[config.mk]
export PLATFORM = sky130hd
export DESIGN_NAME = sort_loader_flat
export DESIGN_NICKNAME = d
export VERILOG_FILES = /design/src/rtl/sort_pkg.sv /design/src/rtl/sort_loader_if.sv /design/src/rtl/cycle_counter.sv /design/src/rtl/sort_loader.sv /design/src/flat_wrapper.sv
export SDC_FILE = /design/constraint.sdc
export NUM_CORES = 1
export LEC_CHECK = 0
export CAP_MARGIN = 25
export CORE_MARGIN = 4
export CORE_UTILIZATION = 44
export DETAILED_ROUTE_END_ITERATION = 8
export GPL_TIMING_DRIVEN = 0
export PLACE_DENSITY = 0.82
export SKIP_CTS_REPAIR_TIMING = 1
export SLEW_MARGIN = 20
export SYNTH_ARGS = -nofsm -noshare
export SYNTH_HDL_FRONTEND = slang
export SYNTH_SLANG_ARGS = --single-unit
[constraint.sdc]
create_clock -name clk -period 1.7 [get_ports clk]
set_clock_uncertainty 0.1 [all_clocks]
set_input_delay 0.34 -clock clk [delete_from_list [all_inputs] [get_ports clk]]
set_output_delay 0.34 -clock clk [all_outputs]
set_load 0.02 [all_outputs]
[src/rtl/sort_pkg.sv]
// Shared definitions for the sort block and its loader: state encoding and default sizes.
package sort_pkg;

    localparam int SORT_WIDTH   = 4;
    localparam int SORT_LED_W   = 8;
    localparam int SORT_N_ITEMS = 4;

    typedef enum logic [2:0] {
        ST_IDLE,
        ST_LOAD,
        ST_GAP,
        ST_SORT,
        ST_SETTLE,
        ST_DONE
    } sort_loader_state_t;

    function automatic int max3(input int a, input int b, input int c);
        int m;
        m = (a > b) ? a : b;
        return (m > c) ? m : c;
    endfunction

endpackage

[src/rtl/sort_loader_if.sv]
// Controller and sort-side signals of the loader; master is the loader, slave is whoever drives it.
interface sort_loader_if
    import sort_pkg::*;
#(
    parameter int N_ITEMS = SORT_N_ITEMS,
    parameter int WIDTH   = SORT_WIDTH,
    parameter int LED_W   = SORT_LED_W
) ();

    logic                       start;
    logic [N_ITEMS*WIDTH-1:0]   data_in;
    logic                       busy;
    logic                       done;
    logic [LED_W-1:0]           result;
    logic [WIDTH-1:0]           sw;
    logic                       key1;
    logic                       key2;
    logic [LED_W-1:0]           led;

    modport master (
        input  start, data_in, led,
        output busy, done, result, sw, key1, key2
    );

    modport slave (
        output start, data_in, led,
        input  busy, done, result, sw, key1, key2
    );

endinterface

[src/rtl/cycle_counter.sv]
// Loadable down-counter that parks at zero; zero_o flags the last cycle of a timed phase.
module cycle_counter #(
    parameter int W = 2
) (
    input  logic         clk,
    input  logic         rst,
    input  logic         load_i,
    input  logic [W-1:0] val_i,
    output logic         zero_o
);

    logic [W-1:0] cnt_q;

    always_ff @(posedge clk) begin
        if (rst)
            cnt_q <= '0;
        else if (load_i)
            cnt_q <= val_i;
        else if (cnt_q != '0)
            cnt_q <= cnt_q - W'(1);
    end

    assign zero_o = (cnt_q == '0);

endmodule

[src/rtl/sort_loader.sv]
// Drives sort's switch/key inputs from a packed value list, fires the sort and captures led.
module sort_loader
    import sort_pkg::*;
#(
    parameter int N_ITEMS    = SORT_N_ITEMS,
    parameter int WIDTH      = SORT_WIDTH,
    parameter int LED_W      = SORT_LED_W,
    parameter int PULSE_CYC  = 1,
    parameter int GAP_CYC    = 1,
    parameter int SETTLE_CYC = 2
) (
    input  logic            clk,
    input  logic            rst,
    sort_loader_if.master   bus
);

    localparam int CNT_MAX = max3(PULSE_CYC, GAP_CYC, SETTLE_CYC);
    localparam int CW      = $clog2(CNT_MAX + 1);
    localparam int IDX_W   = (N_ITEMS > 1) ? $clog2(N_ITEMS) : 1;

    localparam logic [IDX_W-1:0] IDX_LAST = IDX_W'(N_ITEMS - 1);
    localparam logic [CW-1:0]    P_LD     = CW'(PULSE_CYC - 1);
    localparam logic [CW-1:0]    G_LD     = CW'(GAP_CYC - 1);
    localparam logic [CW-1:0]    S_LD     = CW'((SETTLE_CYC > 0) ? SETTLE_CYC - 1 : 0);

    sort_loader_state_t                 state_q;
    logic [N_ITEMS-1:0][WIDTH-1:0]      items_q;
    logic [IDX_W-1:0]                   idx_q;
    logic [WIDTH-1:0]                   sw_q;
    logic                               key1_q, key2_q, busy_q, done_q;
    logic [LED_W-1:0]                   result_q;

    logic            cnt_ld_d;
    logic [CW-1:0]   cnt_val_d;
    logic            cnt_zero;

    // Phase timer is reloaded on the same edge the FSM enters the timed state.
    always_comb begin
        cnt_ld_d  = 1'b0;
        cnt_val_d = P_LD;
        case (state_q)
            ST_IDLE: cnt_ld_d = bus.start;
            ST_LOAD: begin
                cnt_ld_d  = cnt_zero;
                cnt_val_d = G_LD;
            end
            ST_GAP:  cnt_ld_d = cnt_zero;
            ST_SORT: begin
                cnt_ld_d  = cnt_zero;
                cnt_val_d = S_LD;
            end
            default: ;
        endcase
    end

    cycle_counter #(.W(CW)) u_phase_cnt (
        .clk    (clk),
        .rst    (rst),
        .load_i (cnt_ld_d),
        .val_i  (cnt_val_d),
        .zero_o (cnt_zero)
    );

    always_ff @(posedge clk) begin
        if (rst) begin
            state_q  <= ST_IDLE;
            items_q  <= '0;
            idx_q    <= '0;
            sw_q     <= '0;
            key1_q   <= 1'b0;
            key2_q   <= 1'b0;
            busy_q   <= 1'b0;
            done_q   <= 1'b0;
            result_q <= '0;
        end else begin
            done_q <= 1'b0;
            case (state_q)
                ST_IDLE: if (bus.start) begin
                    items_q <= bus.data_in;
                    idx_q   <= '0;
                    sw_q    <= bus.data_in[WIDTH-1:0];
                    key1_q  <= 1'b1;
                    busy_q  <= 1'b1;
                    state_q <= ST_LOAD;
                end
                ST_LOAD: if (cnt_zero) begin
                    key1_q  <= 1'b0;
                    state_q <= ST_GAP;
                end
                ST_GAP: if (cnt_zero) begin
                    if (idx_q < IDX_LAST) begin
                        idx_q   <= idx_q + IDX_W'(1);
                        sw_q    <= items_q[idx_q + IDX_W'(1)];
                        key1_q  <= 1'b1;
                        state_q <= ST_LOAD;
                    end else begin
                        key2_q  <= 1'b1;
                        state_q <= ST_SORT;
                    end
                end
                ST_SORT: if (cnt_zero) begin
                    key2_q <= 1'b0;
                    if (SETTLE_CYC == 0) begin
                        result_q <= bus.led;
                        done_q   <= 1'b1;
                        busy_q   <= 1'b0;
                        state_q  <= ST_DONE;
                    end else begin
                        state_q <= ST_SETTLE;
                    end
                end
                ST_SETTLE: if (cnt_zero) begin
                    result_q <= bus.led;
                    done_q   <= 1'b1;
                    busy_q   <= 1'b0;
                    state_q  <= ST_DONE;
                end
                ST_DONE: state_q <= ST_IDLE;
                default: state_q <= ST_IDLE;
            endcase
        end
    end

    assign bus.sw     = sw_q;
    assign bus.key1   = key1_q;
    assign bus.key2   = key2_q;
    assign bus.busy   = busy_q;
    assign bus.done   = done_q;
    assign bus.result = result_q;

endmodule

[src/flat_wrapper.sv]
// flat-port wrapper written by rule: the top's interface ports become plain ports
module sort_loader_flat import sort_pkg::*;
#(
    parameter int N_ITEMS    = SORT_N_ITEMS,
    parameter int WIDTH      = SORT_WIDTH,
    parameter int LED_W      = SORT_LED_W,
    parameter int PULSE_CYC  = 1,
    parameter int GAP_CYC    = 1,
    parameter int SETTLE_CYC = 2
)
  (clk, rst, bus_start, bus_data_in, bus_led, bus_busy, bus_done, bus_result, bus_sw, bus_key1, bus_key2);
  sort_loader_if #(.N_ITEMS(N_ITEMS), .WIDTH(WIDTH), .LED_W(LED_W)) bus_i ();
  input  logic clk;
  input  logic rst;
  input wire logic [$bits(bus_i.start)-1:0] bus_start;
  input wire logic [$bits(bus_i.data_in)-1:0] bus_data_in;
  input wire logic [$bits(bus_i.led)-1:0] bus_led;
  output wire logic [$bits(bus_i.busy)-1:0] bus_busy;
  output wire logic [$bits(bus_i.done)-1:0] bus_done;
  output wire logic [$bits(bus_i.result)-1:0] bus_result;
  output wire logic [$bits(bus_i.sw)-1:0] bus_sw;
  output wire logic [$bits(bus_i.key1)-1:0] bus_key1;
  output wire logic [$bits(bus_i.key2)-1:0] bus_key2;
  assign bus_i.start = bus_start;
  assign bus_i.data_in = bus_data_in;
  assign bus_i.led = bus_led;
  assign bus_busy = bus_i.busy;
  assign bus_done = bus_i.done;
  assign bus_result = bus_i.result;
  assign bus_sw = bus_i.sw;
  assign bus_key1 = bus_i.key1;
  assign bus_key2 = bus_i.key2;
  sort_loader #(.N_ITEMS(N_ITEMS), .WIDTH(WIDTH), .LED_W(LED_W), .PULSE_CYC(PULSE_CYC), .GAP_CYC(GAP_CYC), .SETTLE_CYC(SETTLE_CYC)) u_core (.clk(clk), .rst(rst), .bus(bus_i));
endmodule
# Yosys cells after proc, flatten, opt, wreduce, memory -nomap -nowiden
# Cells that the tools add are included.
# totals
register_bits	39
output_inout_bits	16
mem_bits_rw	0
mem_bits_ro	0
latch_bits	0
memories	0
# op_classes
n_lt_le_gt_ge	2
n_reduce_logical	17
shift	0
n_eq_ne	11
bitwise_logic	1
div	0
addsub	2
mux	31
multipliers	0
# ops
cell	n
$mux W4	4
$mux W3	5
$pmux W3 S5	1
$mux W2	6
$ne A2 B1 Y1 const B	5
$reduce_and A5 Y1	2
$reduce_bool A2 Y1	5
$bmux W4 S2	1
$mux W1	8
$pmux W4 S2	1
$reduce_and A4 Y1	2
$eq A3 B2 Y1 const B	2
$pmux W1 S2	3
$ne A2 B2 Y1 const B	2
$pmux W2 S2	1
$reduce_and A2 Y1	2
$eq A3 B1 Y1 const B	1
$eq A3 B3 Y1 const B	1
$logic_not A3 Y1	1
$lt A2 B3 Y1 const B	1
$pmux W1 S3	1
$reduce_and A3 Y1	1
$reduce_bool A3 Y1	1
$reduce_or A3 Y1	1
other kinds (6)	6

# Longest topological paths before layout
# Gate-level depths: netlist of run 1.
# logic_depth
ltp_word	6
depth_mapped	7
ltp_nobuf	6

# Hierarchy
# A second synthesis of run 1 with hierarchy kept.
# hier_totals
cells_unflattened	201
area_unflattened_um2	1715.4
# modules_own_cells
module	cells_per_inst	seq_area_each_um2	area_each_um2	instances
sort_loader	189	740.7	1594.0	1
cycle_counter	12	40.0	121.4	1

# Worst setup path before layout of run 1
# Ideal clock, no wire load.
# synth_timing
kind	register to register
from	register u_core.idx_q[0]
to	register u_core.sw_q[2], in the netlist u_core.bus.sw[2]
path_slack_ps	50
t_required_ps	1478
path_stages_with_launch	5
arrival_time_ps	1427
path_cell_list	dfxtp_1 ha_1 mux4_2 mux2i_1 a211oi_1
# synth_via
elab_chain_len	6
word_cells_on_any_way	9
# synth_rtl
element	line	source
start, declared	sort_loader.sv:28	logic [IDX_W-1:0] idx_q;
start signal, assigned	sort_loader.sv:92	idx_q <= idx_q + IDX_W'(1);
$add A2 B1 Y2	sort_loader.sv:93	sw_q <= items_q[idx_q + IDX_W'(1)];
$bmux W4 S2	sort_loader.sv:93	
$mux W4 (implied by the code)	sort_loader.sv:93	
$mux W4	sort_loader.sv:91	if (idx_q < IDX_LAST) begin
$mux W4	sort_loader.sv:90	ST_GAP: if (cnt_zero) begin
$pmux W4 S2	sort_loader.sv:77	case (state_q)
end signal, assigned	sort_loader.sv:81	sw_q <= bus.data_in[WIDTH-1:0];
end signal, assigned	sort_loader.sv:93	
end, declared	sort_loader.sv:29	logic [WIDTH-1:0] sw_q;
# Several ways; a longest one is shown, not always the timed one. The select of a mux whose other input is x is not followed.
# A chain may end at the register's enable or synchronous reset.

# Worst setup path after layout of run 1
# layout_timing
from	register u_core.result_q[1], in the netlist u_core.bus.result[1]
to	output port bus_result[1]
# layout_lines
element	line	source
start, declared	sort_loader.sv:31	logic [LED_W-1:0] result_q;
start signal, assigned	sort_loader.sv:104	result_q <= bus.led;
start signal, assigned	sort_loader.sv:113	result_q <= bus.led;
end, declared	flat_wrapper.sv:20	output wire logic [$bits(bus_i.result)-1:0] bus_result;
# No word-level cell between the ends.

==> results of run 1 <==
[synthesized netlist by cell type, drive strengths merged (2+ instances only)]
cell     n  area [um2]
a211oi   4        30.0
a21oi   32         164
buf      9        91.3
clkbuf   4        25.0
dfxtp   39         781
ha       2        25.0
inv      4        15.0
mux2i    4        40.0
mux4     4         101
nand2   49         184
nand2b   4        40.0
nand3b   3        26.3
nor2    12        52.6
nor3     3        26.3
nor3b    2        26.3
o21ai    3        15.0
or3b     2        17.5
[where the power goes]
group | internal [mW] | switching, mW
Sequential | 0.978 | 0.0379
Combinational | 0.243 | 0.239
Clock | 0.332 | 0.317
[state kept, by name, indices dropped and copies added (netlist names)]
name	count
u_core.items_q	16
u_core.u_phase_cnt.cnt_q	2
u_core.bus.result	8
u_core.bus.key1	1
u_core.bus.done	1
u_core.bus.busy	1
u_core.bus.sw	4
u_core.bus.key2	1
u_core.idx_q	2
u_core.state_q	3
[metrics by stage]
step	setup TNS [ns]	setup WS (ns)	total power, mW	std cells	util (%)
2_1_floorplan	0	0.0504	1.34	192	-
3_3_place_gp	-3.19	-0.241	1.50	281	59.4
3_5_place_dp	-3.55	-0.266	1.51	281	59.4
4_1_cts	-0.136	-0.113	2.16	289	61.9
5_1_grt	0	0.00160	2.24	289	63.4
6_report	0	0.0308	2.15	289	63.4
[worst min path at each step]
stage                           start  slack [ns]                end
global placement    u_core.items_q[1]        0.34  u_core.items_q[1]
finish                            rst        0.17  u_core.items_q[2]
CTS                               rst        0.17  u_core.items_q[2]
detailed placement  u_core.items_q[1]        0.34  u_core.items_q[1]
floorplan           u_core.items_q[2]        0.33  u_core.items_q[2]
global route                      rst        0.18  u_core.items_q[2]
[layout make-up]
class | count | share of cell area (%)
Timing Repair Buffer | 41 | 18.6
Buffer | 13 | 4.90
Multi-Input combinational cell | 136 | 36.4
Inverter | 4 | 0.633
Tap cell | 48 | 2.53
Sequential cell | 39 | 32.9
Clock buffer | 7 | 3.64
Clock inverter | 1 | 0.369
[placed cells by master (no fill, tap or decap), drive strengths merged]
cell type and count:
clkbuf 11, dlymetal6s2s 12, nand2 49, ha 2, xor2 1, or3 1, nand2b 4, nor2 12
clkdlybuf4s50 29, a22oi 1, dfxtp 39, nand4 1, or3b 2, a21oi 32, o21a 1, a21boi 1
nand3 1, and2b 1, o21ai 3, a211oi 4, inv 4, a31oi 1, nor3b 2, nor3 3
nand3b 3, mux4 4, clkinv 1, and2 1, or2 1, mux2i 4, buf 9, mux2 1
[kinds of logic (layout without fill, tap and decap cells)]
group,after synthesis,count (layout),synth area share (%)
buffers and inverters,17,66,7.49
xor gates and xnor gates,1,1,0.500
muxes,9,9,8.71
adders and majority gates,2,2,1.43
and+or+nand+nor,81,81,23.6
AOI/OAI and AO/OA,43,43,13.8
DFF,39,39,44.5
[layer usage]
layer / global-route usage, % / vias to the layer above / wire [um]
li1: - / 756 / -
met1: 19.2 / 686 / 1730
met2: 25.7 / 41 / 1920
met3: 3.84 / 10 / 192
met4: 10.0 / 0 / 129
met5: 0 / - / 0
==> flow_summary.yaml, run 1 <==
logic_synthesis:
  synth_seq_area_share_pct: 44.5
  ys_seq_elements: 39
  async_reset_ff_share_pct: 0
  ys_types: 41
  postSynthAreaPerCell_um2: 9.13
  synth_edf_count: 0
  yosysWarnings: 0
  syn_nets: 221
  netlist_instances: 192
  mappedNetlistArea_mm2: 0.00175
  yosys_most_used_dff: "dfxtp_1"
setup_path:
  arrival_ns: 1.23
  endpoint_kind: "output port"
  start_kind: "flop"
  worstReg2RegEnd: "u_core.bus.sw[2]"
  crit_buf_inv: 1
  crit_path_end: "bus_result[1]"
  timing.critical_path.max_delay_family: "buffers and inverters"
  path_cells: "clkdlybuf4s50_1"
  r2r_slack_ns: 0.07
  r2r_cells: 4
  required_ns: 1.26
  crit_slowest_cell: "clkdlybuf4s50_1"
  criticalPathCategory: "reg2out"
  max_stage_delay_ns: 0.61
  r2r-start: "u_core.idx_q[0]"
  crit_start: "u_core.bus.result[1]"
  path_max_fanout: 2
  crit_cells: 1
drt:
  ant_nets: 0
  viasPerCell: 5.17
  dr.first_iter.drc_count: 40
  drt-total-wl_um: 3980
  drc: 0
  vias: 1493
  wire_per_inst_um: 13.8
  firstDrtPassIters: 4
min_path:
  hold_path_class: "in2reg"
  holdPathStages: 2
finish:
  fillers: 335
  nNetsFinal: 269
  register_area_um2: 782
  drive_gt1_share_pct: 13.3
  antenna_cells: 0
  multi_input_area_um2: 865
  syn_to_final_growth_pct: 35.4
  stdcell_area_mm2: 0.00237
sta:
  timing.final.crit_share_pct: 98.2
  layout_min_cycle_time_ns: 1.67
  clock.fmax_mhz: 599
  rsz0062_at_grt: "false"
  slew_headroom_pct: 63.8
  hold_viol: 0
  finalSetupViolations: 0
  slew_violations: 0
  hold_ws_ns: 0.175
  worstMarginPinSlew_ns: 0.543
global_route:
  grt_usage_pct: 16.0
  grt_pass1_wl_um: 6350
  grt_overflow: 0
  antenna_found_initial: 0
  grt_pass1_vias: 1443
  grt_max_degree: 13
clocking:
  cts.clk_slew.worst_paths_ns: 0.08
  cts_tree: "yes"
  cts_inserted_buffers: 5
  cts_max_level: 2
  cts_root_buf: "clkbuf_8"
  clkLatencyLatePin_ns: 0.29
  cts_sinks: 39
  cts_buffer_depth: 2
power:
  power_density_mw_per_mm2: 905
  vdd_ir_drop_max_v: 0.000512
  p_leak_nw: 1.03
placement:
  hpwl_um: 2890
  port_buffers: 41
  gp_congestion: 0.804
  dpl-instance-area_mm2: 0.00222
floorplan:
  rows: 22
  ios: 43
  core-area_mm2: 0.00374
  initial_core_util_pct: 46.8
  dieArea_mm2: 0.00506
  die_h_um: 71.1
  fp.dieW_um: 71.1
status:
  status: "completed"
run:
  drv_cap: 0
Power figures use the tool's default switching activity.
==> inputs of run 2 (changes only) <==
- CAP_MARGIN: 25 -> not set
==> results of run 2 <==
The final DEF is identical to that of run 1; final timing and power are the same.
==> inputs of run 3 (changes only) <==
- ABC_CLOCK_PERIOD_IN_PS: not set -> 1700
==> results of run 3 <==
The final DEF is identical to that of run 1; final timing and power are the same.
==> patch, RTL diff (config.mk and constraints of run 3) <==
Reset style: asynchronous (`rst`), changed in 2 clocked blocks.
--- a/src/rtl/cycle_counter.sv
+++ b/src/rtl/cycle_counter.sv
@@ -12,5 +12,5 @@
     logic [W-1:0] cnt_q;
 
-    always_ff @(posedge clk) begin
+    always_ff @(posedge clk or posedge rst) begin
         if (rst)
             cnt_q <= '0;
--- a/src/rtl/sort_loader.sv
+++ b/src/rtl/sort_loader.sv
@@ -62,5 +62,5 @@
     );
 
-    always_ff @(posedge clk) begin
+    always_ff @(posedge clk or posedge rst) begin
         if (rst) begin
             state_q  <= ST_IDLE;
Function: differs if rst is asserted again (counterexample within 4 cycles, from zero or initial values and one cycle with rst high); with rst held inactive, the same outputs for 10 cycles.
==> patch against run 3 <==
Count of clock-buffer cells in the layout fell by 1. Sequential cell count stayed put. Setup slack worse by 0.16 ns. Via count down 17%. Area after synthesis increased by 5.0%. Final cell count down 17%. Sequential share of layout area up 4.0 points. The run now ends with negative setup slack left. Routed wire length decreased by 0.23%. Cell area increased by 11%.
Power is not compared: it rests on default switching activity, and its combinational part moved more than twofold at a synthesized area within 25%.
==> patch: results (changes against run 3) <==
Placement
  • Placed inst area: 2350 µm² (+5.7%)
  • Post-DP HPWL: 2800 µm (-3.3%)
  • Pre-CTS WS: -0.568 ns (-0.302 ns)
  • I/O Buffers: 42 (+2.4%)
  • GPL Wtd Cong: 0.816 (+1.5%)
  • Placed instance count: 222 (-21%)

Worst hold path
  • Hold endpoint: u_core.items_q[15]
  • Hold Startpoint: u_core.items_q[15]
  • Hold depth: 1 (-1)
  • Hold WC Path Type: flop to flop

Route
  • Met2 wire len: 2090 µm (+8.8%)
  • Uppermost layer routed: met3
  • Met1 wire length: 1680 µm (-3.2%)
  • DR iter-0 viols: 58 (+45%)
  • Drt first pass iters: 4 (unchanged)
  • Routed met3 length: 198 µm (+3.1%)
  • DR vias: 1235 (-17%)
  • Per-cell routed wire length: 16.5 µm (+20%)

Critical path
  • Critical path data arrival time: 1.89 ns (+0.66 ns)
  • Worst Setup SP: u_core.idx_q[0]
  • Crit path max fanout: 5 (+3)
  • Crit Reg-Reg Endpoint: u_core.bus.sw[0]
  • Crit Path Category: flop to flop
  • Worst r2r src: u_core.idx_q[0]

Logic synthesis
  • Seq/Total Area, Yosys: 0.530 (+0.0849)
  • Ys async rst share: 1.00 (+1.00)
  • Yosys cell types: 35 (-15%)
  • Post-synthesis xor/xnor area fraction: 0.00476 (-0.000238)
  • Post-synthesis compound-gate area fraction: 0.0673 (-0.0705)
  • Post-synth top cells: dfrtp_1, mux2_1, mux2_4
  • Avg Synthesized Cell Area: 14.2 µm² (+55%)
  • Multiplexer share of the synthesized area: 0.271 (+0.184)
  • Top cells by area, synth: dfrtp_1, mux2_4, mux2_1, mux4_2, mux2_2
  • Synth Area in Adders: 0.0136 (-0.000679)
  • Mapped Nets: 159 (-28%)

GRT
  • GR Util met2: 0.266 (+0.00806)
  • Pin count of the biggest net entering global routing: 40 (+27)
  • First-pass GRT wire length: 6050 µm (-4.7%)
  • Met3 Track Usage GR: 0.0496 (+0.0112)
  • GR Util All Layers: 0.150 (-0.0106)
  • Met1 global-route usage: 0.179 (-0.0136)
  • Vias in the first global route: 1277 (-12%)

Clocking
  • CTS root buf: clkbuf_8
  • Bufs on Longest Clock Path: 2 (unchanged)
  • H-tree levels: 2 (unchanged)

Timing
  • Setup TNS: -0.570 ns (-0.570 ns)
  • Least-Margin Pin Slew: 0.803 ns (+0.260 ns)
  • Finish-stage setup viols: 10 (+10)
  • Final Worst Setup Slack: -0.129 ns (-0.160 ns)
  • Hold WS: 0.383 ns (+0.208 ns)

Layout
  • Number of flip-flops under the largest register name: 16 (unchanged)
  • Final cell count without fillers: 240 (-17%)
  • Share of layout cells above drive strength 1: 0.295 (+0.162)

Status
  • Failing checks: negative setup slack
  • Status: complete, but fails checks
patch: changes by cell type after synthesis, sizes merged, moves of 4 or more:
| cell | delta |
|---|---|
| clkbuf | -4 |
| dfxtp | -39 |
| mux2 | +31 |
| a21oi | -28 |
| mux2i | -4 |
| dfrtp | +39 |
| a211oi | -4 |
| inv | +4 |
| nand2 | -46 |
| nor2 | -9 |
patch: cell type report:
cell class	count	area, µm²
plain buffers	6	57.6
clock buffers	6	82.6
clock inverters	2	35.0
fillers	295	1390
inverters	8	30.0
multi-input cells	77	833
flip-flops and latches	39	977
well taps	50	62.6
repair buffers	52	566
patch: power by group:
group | internal (mW) | total, mW | switching (mW)
clock | 0.475 | 0.789 | 0.314
sequential | 1.37 | 1.63 | 0.261
combinational | 1.38 | 2.43 | 1.06
patch: critical path, cell delays in order (launching register included):
cell     delay, ns
dfrtp_1       0.42
buf_6         0.16
mux4_2        0.50
mux2_4        0.27
mux2_4        0.26
